**config.mk**
```make
export PLATFORM = sky130hd
export DESIGN_NAME = ssd_display_arbiter
export DESIGN_NICKNAME = d
export VERILOG_FILES = /design/src/rtl/ssd_pkg.sv /design/src/rtl/ssd_display_arbiter_rr_pick.sv /design/src/rtl/ssd_display_arbiter.sv
export SDC_FILE = /design/constraint.sdc
export NUM_CORES = 1
export LEC_CHECK = 0
export ABC_AREA = 1
export BUFFER_PORTS_ARGS = -buffer_cell sky130_fd_sc_hd__buf_4
export CAP_MARGIN = 20
export CORE_AREA = 2 2 73 75
export DETAILED_ROUTE_END_ITERATION = 10
export DIE_AREA = 0 0 75 77
export GPL_TIMING_DRIVEN = 0
export PLACE_DENSITY = 0.82
export SYNTH_ARGS = -nofsm -noshare
export SYNTH_HDL_FRONTEND = slang
export SYNTH_SLANG_ARGS = --single-unit
```
**constraint.sdc**
```tcl
create_clock -name clk -period 4.4 [get_ports clk]
set_clock_uncertainty 0.05 [all_clocks]
set_input_delay 0.22 -clock clk [delete_from_list [all_inputs] [get_ports clk]]
set_output_delay 0.22 -clock clk [all_outputs]
set_load 0.02 [all_outputs]
```
**src/rtl/ssd_pkg.sv**
```systemverilog
// Shared seven-segment display definitions: word format, banner constants
// and the arbiter state encoding.
package ssd_pkg;

  localparam int SSD_W       = 9;
  localparam int SSD_NEG_BIT = 8;

  localparam logic [SSD_W-1:0] SSD_INIT_NR   = 9'h110;
  localparam logic [SSD_W-1:0] SSD_INIT_CD   = 9'h111;
  localparam logic [SSD_W-1:0] SSD_IDLE_CODE = SSD_INIT_NR;

  typedef enum logic [1:0] {
    IDLE,
    SHOW,
    DONE
  } arb_state_t;

endpackage

```
**src/rtl/ssd_display_arbiter_rr_pick.sv**
```systemverilog
// Combinational round-robin picker: first asserted request at or after ptr,
// wrapping modulo NREQ.
module rr_pick #(
  parameter int NREQ = 3,
  parameter int PW   = $clog2(NREQ)
) (
  input  logic [NREQ-1:0] req,
  input  logic [PW-1:0]   ptr,
  output logic            valid,
  output logic [PW-1:0]   idx
);

  localparam logic [PW:0] NREQ_W = (PW+1)'(NREQ);

  logic [NREQ-1:0] rot;
  logic [PW-1:0]   off;
  logic [PW:0]     sum;

  // Rotate so ptr lands at bit 0, find the lowest set bit, then undo the rotation.
  always_comb begin
    rot = NREQ'({req, req} >> ptr);
    off = '0;
    for (int i = NREQ - 1; i >= 0; i--) begin
      if (rot[i]) off = i[PW-1:0];
    end
    valid = |rot;
    sum   = {1'b0, ptr} + {1'b0, off};
    if (sum >= NREQ_W) sum = sum - NREQ_W;
    idx = sum[PW-1:0];
  end

endmodule

```
**src/rtl/ssd_display_arbiter.sv**
```systemverilog
// Shares the 2-digit seven-segment display between NREQ requesters using a
// round-robin grant; each winner's captured word is shown for HOLD_CYCLES.
module ssd_display_arbiter
  import ssd_pkg::*;
#(
  parameter int               NREQ        = 3,
  parameter int               HOLD_CYCLES = 100000000,
  parameter logic [SSD_W-1:0] IDLE_CODE   = SSD_IDLE_CODE
) (
  input  logic                  clk,
  input  logic                  nrst,
  input  logic [NREQ-1:0]       req,
  input  logic [NREQ*SSD_W-1:0] req_data,
  output logic [NREQ-1:0]       grant,
  output logic [NREQ-1:0]       done,
  output logic [SSD_W-1:0]      data_out,
  output logic                  busy
);

  localparam int PW = $clog2(NREQ);
  localparam int CW = $clog2(HOLD_CYCLES + 1);
  localparam logic [CW-1:0] CNT_LAST = CW'(HOLD_CYCLES - 1);
  localparam logic [PW-1:0] PTR_LAST = PW'(NREQ - 1);
  localparam logic [NREQ-1:0] ONE    = NREQ'(1);

  arb_state_t        state, state_n;
  logic [NREQ-1:0]   grant_n, done_n;
  logic [SSD_W-1:0]  data_n;
  logic              busy_n;
  logic [PW-1:0]     ptr, ptr_n, owner, owner_n;
  logic [CW-1:0]     cnt, cnt_n;
  logic              pick_valid;
  logic [PW-1:0]     pick_idx;
  logic [SSD_W-1:0]  words [NREQ];

  for (genvar g = 0; g < NREQ; g++) begin : g_words
    assign words[g] = req_data[SSD_W*g +: SSD_W];
  end

  rr_pick #(.NREQ(NREQ), .PW(PW)) u_pick (
    .req   (req),
    .ptr   (ptr),
    .valid (pick_valid),
    .idx   (pick_idx)
  );

  function automatic logic [PW-1:0] after(input logic [PW-1:0] k);
    return (k == PTR_LAST) ? '0 : k + 1'b1;
  endfunction

  // Abandon is tested before terminal count so a dropped request never gets a done pulse.
  always_comb begin
    state_n = state;
    grant_n = grant;
    done_n  = '0;
    data_n  = data_out;
    busy_n  = busy;
    ptr_n   = ptr;
    cnt_n   = cnt;
    owner_n = owner;
    case (state)
      IDLE: begin
        if (pick_valid) begin
          state_n = SHOW;
          grant_n = ONE << pick_idx;
          busy_n  = 1'b1;
          cnt_n   = '0;
          data_n  = words[pick_idx];
          owner_n = pick_idx;
        end else begin
          data_n = IDLE_CODE;
        end
      end
      SHOW: begin
        if (!req[owner]) begin
          state_n = IDLE;
          grant_n = '0;
          busy_n  = 1'b0;
          ptr_n   = after(owner);
        end else if (cnt == CNT_LAST) begin
          state_n = DONE;
          done_n  = ONE << owner;
          grant_n = '0;
          busy_n  = 1'b0;
          ptr_n   = after(owner);
        end else begin
          cnt_n = cnt + 1'b1;
        end
      end
      DONE: state_n = IDLE;
      default: state_n = IDLE;
    endcase
  end

  always_ff @(posedge clk) begin
    if (!nrst) begin
      state    <= IDLE;
      grant    <= '0;
      done     <= '0;
      data_out <= IDLE_CODE;
      busy     <= 1'b0;
      ptr      <= '0;
      cnt      <= '0;
      owner    <= '0;
    end else begin
      state    <= state_n;
      grant    <= grant_n;
      done     <= done_n;
      data_out <= data_n;
      busy     <= busy_n;
      ptr      <= ptr_n;
      cnt      <= cnt_n;
      owner    <= owner_n;
    end
  end

endmodule

```
==> impl_metrics.csv <==
group,metric,value,unit
critical_path,reg2reg_depth,17,
clock_network,root_buffer,"clkbuf_8",
global_routing,grt_max_degree,17,
sta,min_period,3210,ps
sta,finalCritPeriodShare,0.731,
critical_path,crit_top_cell,"nand3_1",
clock_network,cts_buffers,5,
critical_path,cp_slowest_stage_delay,500,ps
place,gp_congestion,0.896,
critical_path,cp.required,4590,ps
clock_network,htree_levels,2,
critical_path,arrival,3400,ps
clock_network,post_cts_buffers,0,
synth,muxShareOfSynthArea,0,
pwr,power.share.sequential,0.322,
layout,mostFrequentLayoutCells,"132 x nand2_1, 60 x nand3_1, 59 x nor2_1",
place,dpl_cell_area,3340,sq um
clock_network,cts_sinks,49,
clock_network,hold_buffers,0,
global_routing,grt_pass1_wl,11600,um
layout,syn2layout_area_growth,18.3,%
pwr,powerDensity,512,nW/um^2
global_routing,antenna_found_initial,0,
drt,vias,2997,
sta,maxSlewHeadroom,0.493,
synth,netlist_instances,451,
floorplan,die_h,77,um
run,max_cap_viol_count,0,
synth,synth-compound-area-share,0.0639,
clock_network,clkTransAtPathRegs,100,ps
layout,nets,541,
floorplan,rows,26,
place,port_buffers,47,
synth,synth_top_family_by_area,"simple AND/OR/NAND/NOR gates",
sta,hold_viol_final,0,
pwr,p_clk_frac,0.156,
pwr,net-switching-power,795,uW
sta,finalMaxSlewViolations,0,
hold_path,min_delay_path_depth,2,
drt,drtIter0Drc,126,
layout,diodes,0,
layout,mostFrequentLayoutCell,"nand2_1",
drt,wl_per_cell,11.8,um
critical_path,worstPathCellList,"nand2_1 -> nand3_1 -> nand2_1 -> a21oi_1 -> ha_1 -> inv_1 -> fa_1 -> inv_1 -> ha_1 -> inv_1 -> nand3_1 -> a21oi_1 -> clkbuf_1 -> nand3_1 -> nand3_1 -> nand2_1 -> a21oi_1",
pwr,p_leak,1.46,nW
global_routing,grt_overflow,0,
drt,routed_wirelength,6770,um
synth,syn_nets,487,
drt,firstDrtPassIters,5,
layout,final_area,3430,sq um
critical_path,critical_path_class,"reg -> reg",
pwr,sw_frac_of_total,0.453,
synth,syn_avg_cell_area,6.42,sq um
critical_path,critPathMaxFanout,10,
sta,tightest_slew,755,ps
synth,synth_seq_cells,49,
sta,timing.fmax,311,MHz
sta,rsz0062_at_grt,"false",
synth,yosysSeqAreaShare,0.339,
clock_network,cts_buffer_depth,2,
place,hpwl,5200,um
floorplan,die_w,75,um
layout,fill_cells,467,
pwr,ir_drop,0.000491,V
critical_path,start_kind,"register",
synth,yosys.area_share.simple,0.467,
synth,synth_adder_area_share,0.0199,
drt,vias_per_cell,5.20,
critical_path,endpoint_kind,"register",
synth,netlist_area,2900,sq um
clock_network,ctsResizeCount,0,
sta,tns,0,ps
synth,synth_xor_area_frac,0.0212,
global_routing,grt_usage,0.250,
drt,drc_errors,0,
synth,ys_types,29,
floorplan,core,4980,sq um
drt,antenna_left,0,
status,status,"finished, final reports clean",
clock_network,insertion_delay,310,ps
floorplan,dieArea,5780,sq um
synth,synth-edff-count,0,
floorplan,floorplan.initialDensity,0.582,
clock_network,cts_tree,"done",
synth,ys_warn_count,0,
critical_path,cp_slowest_cell,"fa_1",
floorplan,io_pins,48,
synth,async_flop_share,0,
pwr,power.internal,960,uW
hold_path,hp-class,"in -> reg",
synth,yosys_most_used_dff,"dfxtp_1",
layout,layout-drive-gt1-share,0.180,
pwr,p_comb_frac,0.522,
sta,setup_viol,0,
global_routing,grt_pass1_vias,2734,
[stage by stage]
stage | power (mW) | util | worst slack, ps | instances | hold slack [ps]
5_1_grt | 1.89 | 0.689 | 807 | 576 | 106
4_1_cts | 1.76 | 0.689 | 1190 | 576 | 96.2
2_1_floorplan | 1.21 | - | 1670 | 451 | 254
6_report | 1.76 | 0.689 | 1190 | 576 | 101
3_3_place_gp | 1.47 | 0.670 | 1300 | 568 | 403
3_5_place_dp | 1.49 | 0.670 | 1220 | 568 | 406
[final timing paths]
kind | from | endpoint | slack [ps]
setup / recovery | ptr[0]$_SDFFE_PN0P_ | data_out[3]$_SDFFE_PN0P_ | 1190
hold / removal | nrst | data_out[8]$_SDFFE_PN1P_ | 100
setup reg to reg | ptr[0]$_SDFFE_PN0P_ | data_out[3]$_SDFFE_PN0P_ | 1190
hold reg to reg | data_out[7]$_SDFFE_PN0P_ | data_out[7]$_SDFFE_PN0P_ | 420
[power by group through the flow]
stage | Combinational (mW) | Clock (mW) | Sequential (mW)
2_1_floorplan | 0.580 | 0 | 0.635
3_3_place_gp | 0.899 | 0 | 0.571
3_5_place_dp | 0.912 | 0 | 0.574
4_1_cts | 0.916 | 0.280 | 0.565
5_1_grt | 1.02 | 0.296 | 0.576
6_report | 0.917 | 0.274 | 0.564
[logic make-up after synthesis]
logic type / after synthesis
compound gates: 37
xor+xnor: 7
flops: 49
buf+inv: 58
simple gates: 296
fa+ha+maj: 4
[area by class of cell]
class	instances	area (sq um)	area share
Tap cell	70	87.6	0.0256
Buffer	11	81.3	0.0237
Timing Repair Buffer	47	353	0.103
Inverter	47	176	0.0515
Clock inverter	3	21.3	0.00621
Sequential cell	49	981	0.286
Multi-Input combinational cell	344	1660	0.484
Clock buffer	5	68.8	0.0201
[layer usage]
layer	part of all wire	GRT usage
met1	0.45	0.308
met2	0.48	0.427
met3	0.054	0.0578
met4	0.013	0.0661
met5	0	0
[synthesized netlist by cell type (4+ instances only)]
master | instances | area [sq um]
nor3_1 | 10 | 50.1
nand2_4 | 6 | 67.6
nand2_1 | 132 | 495
nor2_2 | 6 | 37.5
nand3_1 | 60 | 300
inv_2 | 4 | 15.0
inv_1 | 41 | 154
nand2_2 | 6 | 37.5
a21oi_1 | 32 | 160
nor2_1 | 59 | 221
clkbuf_1 | 5 | 18.8
nand4_1 | 6 | 37.5
dfxtp_1 | 49 | 981
nor2_4 | 4 | 45.0
xor2_1 | 6 | 52.6
[flip-flops by register name (all words and copies together) (netlist names)]
signal	cells
state	2
ptr	2
cnt	27
data_out	9
grant	3
done	3
owner	2
busy	1
[worst max-delay path: cells and delay by family, from the launching register on]
| family | cells | cell delay [ps] |
|---|---|---|
| adders and majority gates | 3 | 820 |
| and+or+nand+nor | 7 | 710 |
| buffers and inverters | 4 | 600 |
| AOI/OAI and AO/OA | 3 | 520 |
| DFF | 1 | 440 |
Power figures use the tool's default switching activity.
